==> src/rtl/fft_pkg.sv <==
// Shared FFT datapath constants and lane packing helpers.
// Lanes alternate re/im: re at even indices, im at odd indices.
package fft_pkg;

  localparam int FFT_W     = 35;
  localparam int FFT_LANES = 8;
  localparam int LANE_RE   = 0;
  localparam int LANE_IM   = 1;

  typedef logic signed [FFT_W-1:0] lane_t;
  typedef logic [FFT_LANES*FFT_W-1:0] beat_t;

  function automatic lane_t lane_get(
    input beat_t b,
    input int    i
  );
    return lane_t'(b[i*FFT_W +: FFT_W]);
  endfunction

  function automatic beat_t lane_set(
    input beat_t b,
    input int    i,
    input lane_t x
  );
    beat_t r;
    r = b;
    r[i*FFT_W +: FFT_W] = x;
    return r;
  endfunction

endpackage

==> src/rtl/fft_pipe_slot.sv <==
// One elastic stage: valid bit plus data word.
// Data only moves when a valid beat loads, keeping empty slots quiet.
module fft_pipe_slot #(
  parameter int DW = 280
) (
  input  logic          clk,
  input  logic          rst,
  input  logic          flush,
  input  logic          en,
  input  logic          up_valid,
  input  logic [DW-1:0] up_data,
  output logic          valid,
  output logic [DW-1:0] data
);

  always_ff @(posedge clk or posedge rst) begin
    if (rst) begin
      valid <= 1'b0;
      data  <= '0;
    end else begin
      if (flush)
        valid <= 1'b0;
      else if (en)
        valid <= up_valid;
      if (en && up_valid && !flush)
        data <= up_data;
    end
  end

endmodule

==> src/rtl/fft_lane_pipe.sv <==
// Elastic register bank between FFT butterfly stages.
// Bubbles collapse, so DEPTH beats buffer under full backpressure.
module fft_lane_pipe
  import fft_pkg::*;
#(
  parameter int W     = FFT_W,
  parameter int LANES = FFT_LANES,
  parameter int DEPTH = 2
) (
  input  logic                       clk,
  input  logic                       rst,
  input  logic                       flush,
  input  logic                       in_valid,
  output logic                       in_ready,
  input  logic [LANES*W-1:0]         in_data,
  output logic                       out_valid,
  input  logic                       out_ready,
  output logic [LANES*W-1:0]         out_data,
  output logic [$clog2(DEPTH+1)-1:0] occupancy
);

  localparam int DW = LANES * W;
  localparam int OW = $clog2(DEPTH + 1);

  logic [DEPTH-1:0] v;
  logic [DEPTH-1:0] en;
  logic [DEPTH-1:0] take;
  logic [DEPTH:0]   vc;
  logic [DW-1:0]    dc [DEPTH+1];
  logic             acc;
  logic             dlv;

  assign vc    = {v, in_valid};
  assign dc[0] = in_data;

  // take[k] unrolled from the en chain: any empty stage downstream frees room
  for (genvar k = 0; k < DEPTH; k++) begin : g_stage
    if (k == DEPTH - 1) begin : g_last
      assign take[k] = out_ready;
    end else begin : g_mid
      assign take[k] = out_ready | ~(&v[DEPTH-1:k+1]);
    end

    assign en[k] = ~v[k] | take[k];

    fft_pipe_slot #(
      .DW(DW)
    ) u_slot (
      .clk      (clk),
      .rst      (rst),
      .flush    (flush),
      .en       (en[k]),
      .up_valid (vc[k]),
      .up_data  (dc[k]),
      .valid    (v[k]),
      .data     (dc[k+1])
    );
  end

  assign in_ready  = en[0] & ~flush;
  assign out_valid = vc[DEPTH];
  assign out_data  = dc[DEPTH];

  assign acc = in_valid & in_ready;
  assign dlv = out_valid & out_ready;

  always_ff @(posedge clk or posedge rst) begin
    if (rst)
      occupancy <= '0;
    else if (flush)
      occupancy <= '0;
    else
      occupancy <= occupancy + OW'(acc) - OW'(dlv);
  end

endmodule

==> config.mk <==
export PLATFORM = sky130hd
export DESIGN_NAME = fft_lane_pipe
export DESIGN_NICKNAME = d
export VERILOG_FILES = /design/src/rtl/fft_pkg.sv /design/src/rtl/fft_pipe_slot.sv /design/src/rtl/fft_lane_pipe.sv
export SDC_FILE = /design/constraint.sdc
export NUM_CORES = 1
export LEC_CHECK = 0
export ABC_CLOCK_PERIOD_IN_PS = 12800
export BUFFER_PORTS_ARGS = -buffer_cell sky130_fd_sc_hd__buf_2
export CELL_PAD_IN_SITES_DETAIL_PLACEMENT = 1
export CELL_PAD_IN_SITES_GLOBAL_PLACEMENT = 2
export CORE_UTILIZATION = 31
export CTS_BUF_LIST = sky130_fd_sc_hd__clkbuf_8 sky130_fd_sc_hd__clkbuf_16
export DETAILED_ROUTE_END_ITERATION = 6
export GPL_TIMING_DRIVEN = 0
export PLACE_DENSITY_LB_ADDON = 0.15
export SYNTH_ARGS = -nofsm -noshare
export SYNTH_HDL_FRONTEND = slang
export SYNTH_HIERARCHICAL = 1
export SYNTH_SLANG_ARGS = --single-unit
==> constraint.sdc <==
create_clock -name clk -period 12.8 [get_ports clk]
set_input_delay 2.56 -clock clk [delete_from_list [all_inputs] [get_ports clk]]
set_output_delay 2.56 -clock clk [all_outputs]
set_load 0.01 [all_outputs]
==> results of run 1 <==
==> kinds of logic (layout without fill, tap and decap cells) <==
family | Yosys count | after routing
XOR/XNOR | 1 | 1
adder cells (fa/ha/maj) | 2 | 2
buffers and inverters | 66 | 758
flip-flops | 564 | 564
multiplexers | 562 | 562
other | 0 | 6
AND/OR/NAND/NOR | 11 | 11
==> layout by cell type, fill, tap and decap left out, drive strengths merged <==
| master | count |
|---|---|
| and2 | 1 |
| buf | 635 |
| bufinv | 6 |
| clkbuf | 84 |
| clkinv | 9 |
| dfrtp | 564 |
| diode | 6 |
| ha | 2 |
| inv | 24 |
| mux2 | 560 |
| mux2i | 2 |
| nand2b | 1 |
| nand3b | 4 |
| nor2 | 3 |
| nor2b | 2 |
| xnor3 | 1 |
==> power by group through the flow <==
stage | clock [W] | combinational [W] | sequential (W)
2_1_floorplan | 0 | 0.000611 | 0.00253
3_5_place_dp | 0 | 0.00125 | 0.00243
5_1_grt | 0.00209 | 0.00133 | 0.00246
3_3_place_gp | 0 | 0.00123 | 0.00242
6_report | 0.00195 | 0.00123 | 0.00241
4_1_cts | 0.00203 | 0.00126 | 0.00241
==> metrics by stage <==
stage	instances	power [W]	hold WS, ns	TNS (ns)	instance area (µm²)
3_5_place_dp	2729	0.00368	0.488	0	26800
5_1_grt	2851	0.00588	0.516	0	29100
6_report	2854	0.00558	0.498	0	29100
3_3_place_gp	2724	0.00365	0.480	-1723.47	26700
2_1_floorplan	1206	0.00314	0.475	0	22700
4_1_cts	2848	0.00569	0.501	0	29100
==> registers in the layout, indices dropped and copies added (netlist names) <==
name and count:
g_stage.u_slot/data 560, g_stage.u_slot/valid 2, occupancy 2
==> routing by layer <==
metal / up-vias / GRT usage / share of wire
met3: 123 / 0.0714 / 0.089
li1: 5537 / - / -
met5: - / 0 / 0.0033
met4: 32 / 0.0554 / 0.026
met1: 6529 / 0.209 / 0.40
met2: 383 / 0.278 / 0.48
==> worst min-delay path by stage <==
stage	slack, ns	end	start
final	0.50	g_stage[1].u_slot/data[90]$_DFFE_PP0P_	g_stage[0].u_slot/data[90]$_DFFE_PP0P_
after global routing	0.52	g_stage[1].u_slot/data[131]$_DFFE_PP0P_	g_stage[0].u_slot/data[131]$_DFFE_PP0P_
after CTS	0.50	g_stage[1].u_slot/data[71]$_DFFE_PP0P_	g_stage[0].u_slot/data[71]$_DFFE_PP0P_
after detailed placement	0.49	g_stage[1].u_slot/data[71]$_DFFE_PP0P_	g_stage[0].u_slot/data[71]$_DFFE_PP0P_
after global placement	0.48	g_stage[1].u_slot/data[63]$_DFFE_PP0P_	g_stage[0].u_slot/data[63]$_DFFE_PP0P_
after floorplan	0.47	g_stage[1].u_slot/data[100]$_DFFE_PP0P_	g_stage[0].u_slot/data[100]$_DFFE_PP0P_
==> layout make-up <==
| class | instances | share of cell area |
|---|---|---|
| diodes | 6 | 0.000515 |
| plain buffers | 62 | 0.0201 |
| multi-input cells | 576 | 0.273 |
| repair buffers | 573 | 0.102 |
| flip-flops and latches | 564 | 0.485 |
| clock buffers | 84 | 0.0664 |
| inverters | 4 | 0.00103 |
| clock inverters | 35 | 0.0117 |
| well taps | 950 | 0.0408 |
==> critical path: cells and delay by family <==
family        cells  cell delay (ns)
buf+inv           2             0.27
simple gates      2             0.39
==> cell usage after synthesis (all sizes together) <==
cell type	n
mux2i	2
inv	4
ha	2
nand2b	1
mux2	560
dfrtp	564
nor2b	2
xnor3	1
nand3b	4
nor2	3
buf	62
and2	1
==> results_dict.tcl, run 1 <==
set metrics [dict create \
    num_vias 12600 \
    syn_area_per_cell_um2 18.8 \
    hold_class "flop to flop" \
    crit_chain "buf_2, nand3b_1, nor2b_1, buf_2" \
    drv_cap 0 \
    cpPeakStageDelay_ns 0.22 \
    die_width_um 272 \
    clock-sinks 564 \
    clockPowerShare 0.349 \
    fp-row-count 98 \
    required_ns 10.24 \
    synth.cell_area_um2 22700 \
    p_switching_w 0.00151 \
    drc_errors 0 \
    cts-resized-gates 0 \
    vdd_drop_max_v 0.0000916 \
    fin_ws_ns 7.01 \
    intPower_w 0.00408 \
    area_delta_synth_final_pct 28.6 \
    startpoint_type "input pin" \
    synthTopCellsByArea "dfrtp_1 (62%), mux2_4 (27%), mux2_2 (8.0%)" \
    rsz0062_at_grt "no" \
    min_path_cells 1 \
    gr-total-overflow 0 \
    design.die.area_um2 74200 \
    gp_congestion 0.755 \
    wire_per_inst_um 22.2 \
    final-setup-viol-count 0 \
    grt_pass1_wl_um 96500 \
    cp-end-kind "output pin" \
    n_fill_cell 7307 \
    ys_warn_count 6 \
    synthSimpleGateAreaFrac 0.00293 \
    cts_max_level 3 \
    synth.ff_latch_count 564 \
    clockBufferDepth 3 \
    root_buffer "clkbuf_16" \
    grt_pass1_vias 14600 \
    syn_nets 1493 \
    nets 2135 \
    drtPass1Iterations 4 \
    drive_above_1_share 0.684 \
    crit_path_top_delay_cell "nand3b_1" \
    r2r_cells 6 \
    drt-total-wl_um 63300 \
    status "complete, no violations" \
    power.share.switching 0.270 \
    skew_ns 0.0283 \
    crit_arrival_ns 3.23 \
    clk_pin_slew_ns 0.06 \
    rr_startpoint "g_stage[1].u_slot/valid$_DFFE_PP0P_" \
    core_area_um2 71900 \
    synth_cells 1206 \
    combPwrFrac 0.220 \
    p_leak_nw 15.0 \
    synth_top_area_frac 0.623 \
    die_y_um 272 \
    synth_mux_area_frac 0.346 \
    drt-vias-per-instance 4.42 \
    postRouteAntennaNets 0 \
    synth_top_family_by_area "multiplexers" \
    startpoint "out_ready" \
    tightest_slew_ns 0.813 \
    drtIter0Drc 427 \
    track_usage 0.173 \
    regArea_um2 14100 \
    powerDensity_nw_per_um2 192 \
    dp_slack_ns 7.02 \
    initial_core_util 0.315 \
    path_class "input pin to output pin" \
    dp_hpwl_um 44300 \
    seq_area_frac_synth 0.623 \
    synth_cell_type_count 14 \
    cts_tree "built" \
    synthXorXnorAreaFrac 0.000994 \
    maxSlewHeadroom 0.458 \
    r2r-end "g_stage[0].u_slot/data[8]$_DFFE_PP0P_" \
    postCtsSetupRepairBufs 0 \
    final-hold-violation-count 0 \
    hold_buffers 0 \
    io_buffers 568 \
    drv_slew 0 \
    endpoint "in_ready" \
    numCtsBuffers 67 \
    synth-adder-area-share 0.00110 \
    power_frac_seq 0.431 \
    insertion_delay_ns 0.60 \
    cpMostUsedCell "buf_2" \
    grt_antenna_before_repair 25 \
    synth_compound_area_frac 0 \
    min_period_over_period 0.452 \
    utilization 0.405 \
    yosysTopAreaCell "dfrtp_1" \
    multi_input_area_um2 7940 \
    grt_max_degree 100 \
    io_pins 569 \
    path_max_fanout 4 \
    ff2ff_setup_slack_ns 10.70 \
    post-route-min-period_ns 5.79 \
    max_freq_mhz 173 \
]
Power figures use the tool's default switching activity.
==> inputs of run 2 (changes only) <==
ABC_CLOCK_PERIOD_IN_PS = 5000   (was 12800)
clock period = 5 ns   (was 12.8 ns; I/O delays follow)
==> run 2 against run 1 <==
  * Final cell count up 0.60%
  * Register-to-register slack worse by 7.8 ns
  * Worst setup slack worse by 4.6 ns
  * Hold slack worse by 0.18 ns
  * Sequential cell count unchanged
  * Die area unchanged
  * Clock-buffer cell count down 4
  * Final area up 0.49%
  * Power rose to 2.5 times the previous value
  * Clock skew down 0.0066 ns
  * Global-route usage down 0.28 points
  * Non-clock buffer count up 13
  * Critical endpoint unchanged
  * Largest power group unchanged
==> results_dict.tcl, run 2 (same netlist as run 1, synthesis figures left out) <==
set metrics [dict create \
    grt_max_degree 36 \
    drive_above_1_share 0.685 \
    crit_chain "buf_2, nand3b_1, nor2b_1, buf_2" \
    path_max_fanout 4 \
    clock-sinks 564 \
    num_vias 12700 \
    core_area_um2 71900 \
    grt_pass1_wl_um 95400 \
    tightest_slew_ns 0.409 \
    track_usage 0.170 \
    nets 2148 \
    wire_per_inst_um 21.9 \
    design_area_um2 29300 \
    path_class "input pin to output pin" \
    powerDensity_nw_per_um2 482 \
    crit_family "simple AND/OR/NAND/NOR gates" \
    vdd_drop_max_v 0.000233 \
    rsz0062_at_grt "no" \
    drv_cap 0 \
    cpPeakStageDelay_ns 0.22 \
    p_leak_nw 15.0 \
    cp-end-kind "output pin" \
    drt-total-wl_um 62800 \
    final-hold-violation-count 0 \
    fin_ws_ns 2.37 \
    clockBufferDepth 3 \
    drtPass1Iterations 4 \
    postCtsSetupRepairBufs 0 \
    initial_core_util 0.315 \
    largest_register "g_stage.u_slot/data" \
    drtIter0Drc 407 \
    die_y_um 272 \
    die_width_um 272 \
    cpMostUsedCell "buf_2" \
    ff2ff_setup_slack_ns 2.94 \
    numCtsBuffers 67 \
    hold_class "input pin to asynchronous set/reset pin" \
    drv_slew 0 \
    insertion_delay_ns 0.59 \
    drt-vias-per-instance 4.43 \
    postRouteAntennaNets 0 \
    grt_pass1_vias 14500 \
    crit_arrival_ns 1.63 \
    r2r_cells 6 \
    min_period_over_period 0.527 \
    reg.largest.list "g_stage.u_slot/data: 560 flops, g_stage.u_slot/valid: 2 flops, occupancy: 2 flops" \
    r2r-end "g_stage[0].u_slot/data[13]$_DFFE_PP0P_" \
    cts_max_level 3 \
    utilization 0.407 \
    dp_hpwl_um 45000 \
    gr-total-overflow 0 \
    clk_pin_slew_ns 0.06 \
    largest_reg_flops 560 \
    cp_num_buf_inv 2 \
    gp_congestion 0.752 \
    rr_startpoint "g_stage[1].u_slot/valid$_DFFE_PP0P_" \
    root_buffer "clkbuf_16" \
    post-route-min-period_ns 2.63 \
    crit_path_top_delay_cell "nand3b_1" \
    skew_ns 0.0217 \
    dp_slack_ns 2.12 \
    io_pins 569 \
    drc_errors 0 \
    io_buffers 568 \
    startpoint_type "input pin" \
    status "complete, no violations" \
    design.die.area_um2 74200 \
    required_ns 4.00 \
    placed_area_um2 27100 \
    max_freq_mhz 380 \
    area_delta_synth_final_pct 29.2 \
    cts_tree "built" \
    maxSlewHeadroom 0.728 \
    final-setup-viol-count 0 \
    grt_antenna_before_repair 21 \
    final_common_cell "buf_2" \
    fp-row-count 98 \
    hold_buffers 0 \
    cts-resized-gates 0 \
    layout_common_cells "buf_2 (586), dfrtp_1 (564), mux2_4 (400), mux2_2 (160), clkbuf_16 (69)" \
]
-- run 2: changes by cell type in the layout (fill, tap and decap cells not counted), sizes merged, moves of 2 or more --
cell	before	now
diode	6	9
clkinvlp	0	3
clkinv	9	12
buf	635	648
clkbuf	84	80
bufinv	6	4
-- run 2: worst max path at each step --
stage / slack, ns / from / to / depth (start not counted)
finish: 2.37 / out_ready / in_ready / 4
global route: 2.29 / out_ready / in_ready / 4
CTS: 2.36 / out_ready / in_ready / 4
detailed placement: 2.12 / out_ready / g_stage[0].u_slot/data[258]$_DFFE_PP0P_ / 7
global placement: -2.70 / rst / g_stage[0].u_slot/data[239]$_DFFE_PP0P_ / 2
floorplan: 0.28 / rst / g_stage[0].u_slot/data[0]$_DFFE_PP0P_ / 1
-- run 2: metal layers --
layer,vias up,part of all wire,GRT usage
met1,6653,0.40,0.207
met2,366,0.49,0.277
li1,5568,-,-
met5,-,0.0021,0
met4,22,0.027,0.0569
met3,119,0.082,0.0642
-- run 2: cell type report --
| class | count | area, µm² |
|---|---|---|
| diodes | 9 | 22.5 |
| plain buffers | 62 | 586 |
| clock buffers | 80 | 1880 |
| clock inverters | 40 | 315 |
| fillers | 7294 | 42600 |
| inverters | 4 | 22.5 |
| multi-input cells | 576 | 7940 |
| flip-flops and latches | 564 | 14100 |
| well taps | 950 | 1190 |
| repair buffers | 586 | 3200 |
-- run 2: stage by stage --
stage	TNS (ns)	hold slack, ns	total power [W]	cells
after global placement	-1491.31	0.480	0.00934	2724
after floorplan	0	0.475	0.00803	1206
final	0	0.318	0.0141	2871
after global routing	0	0.297	0.0148	2868
after detailed placement	0	0.487	0.00945	2742
after CTS	0	0.271	0.0144	2862
-- run 2: where the power goes --
group          switching [W]  internal, W  total (W)  leakage [nW]
Sequential          0.000560      0.00560    0.00616          6.68
Clock                0.00191      0.00288    0.00479          1.16
Combinational        0.00135      0.00181    0.00316          7.19
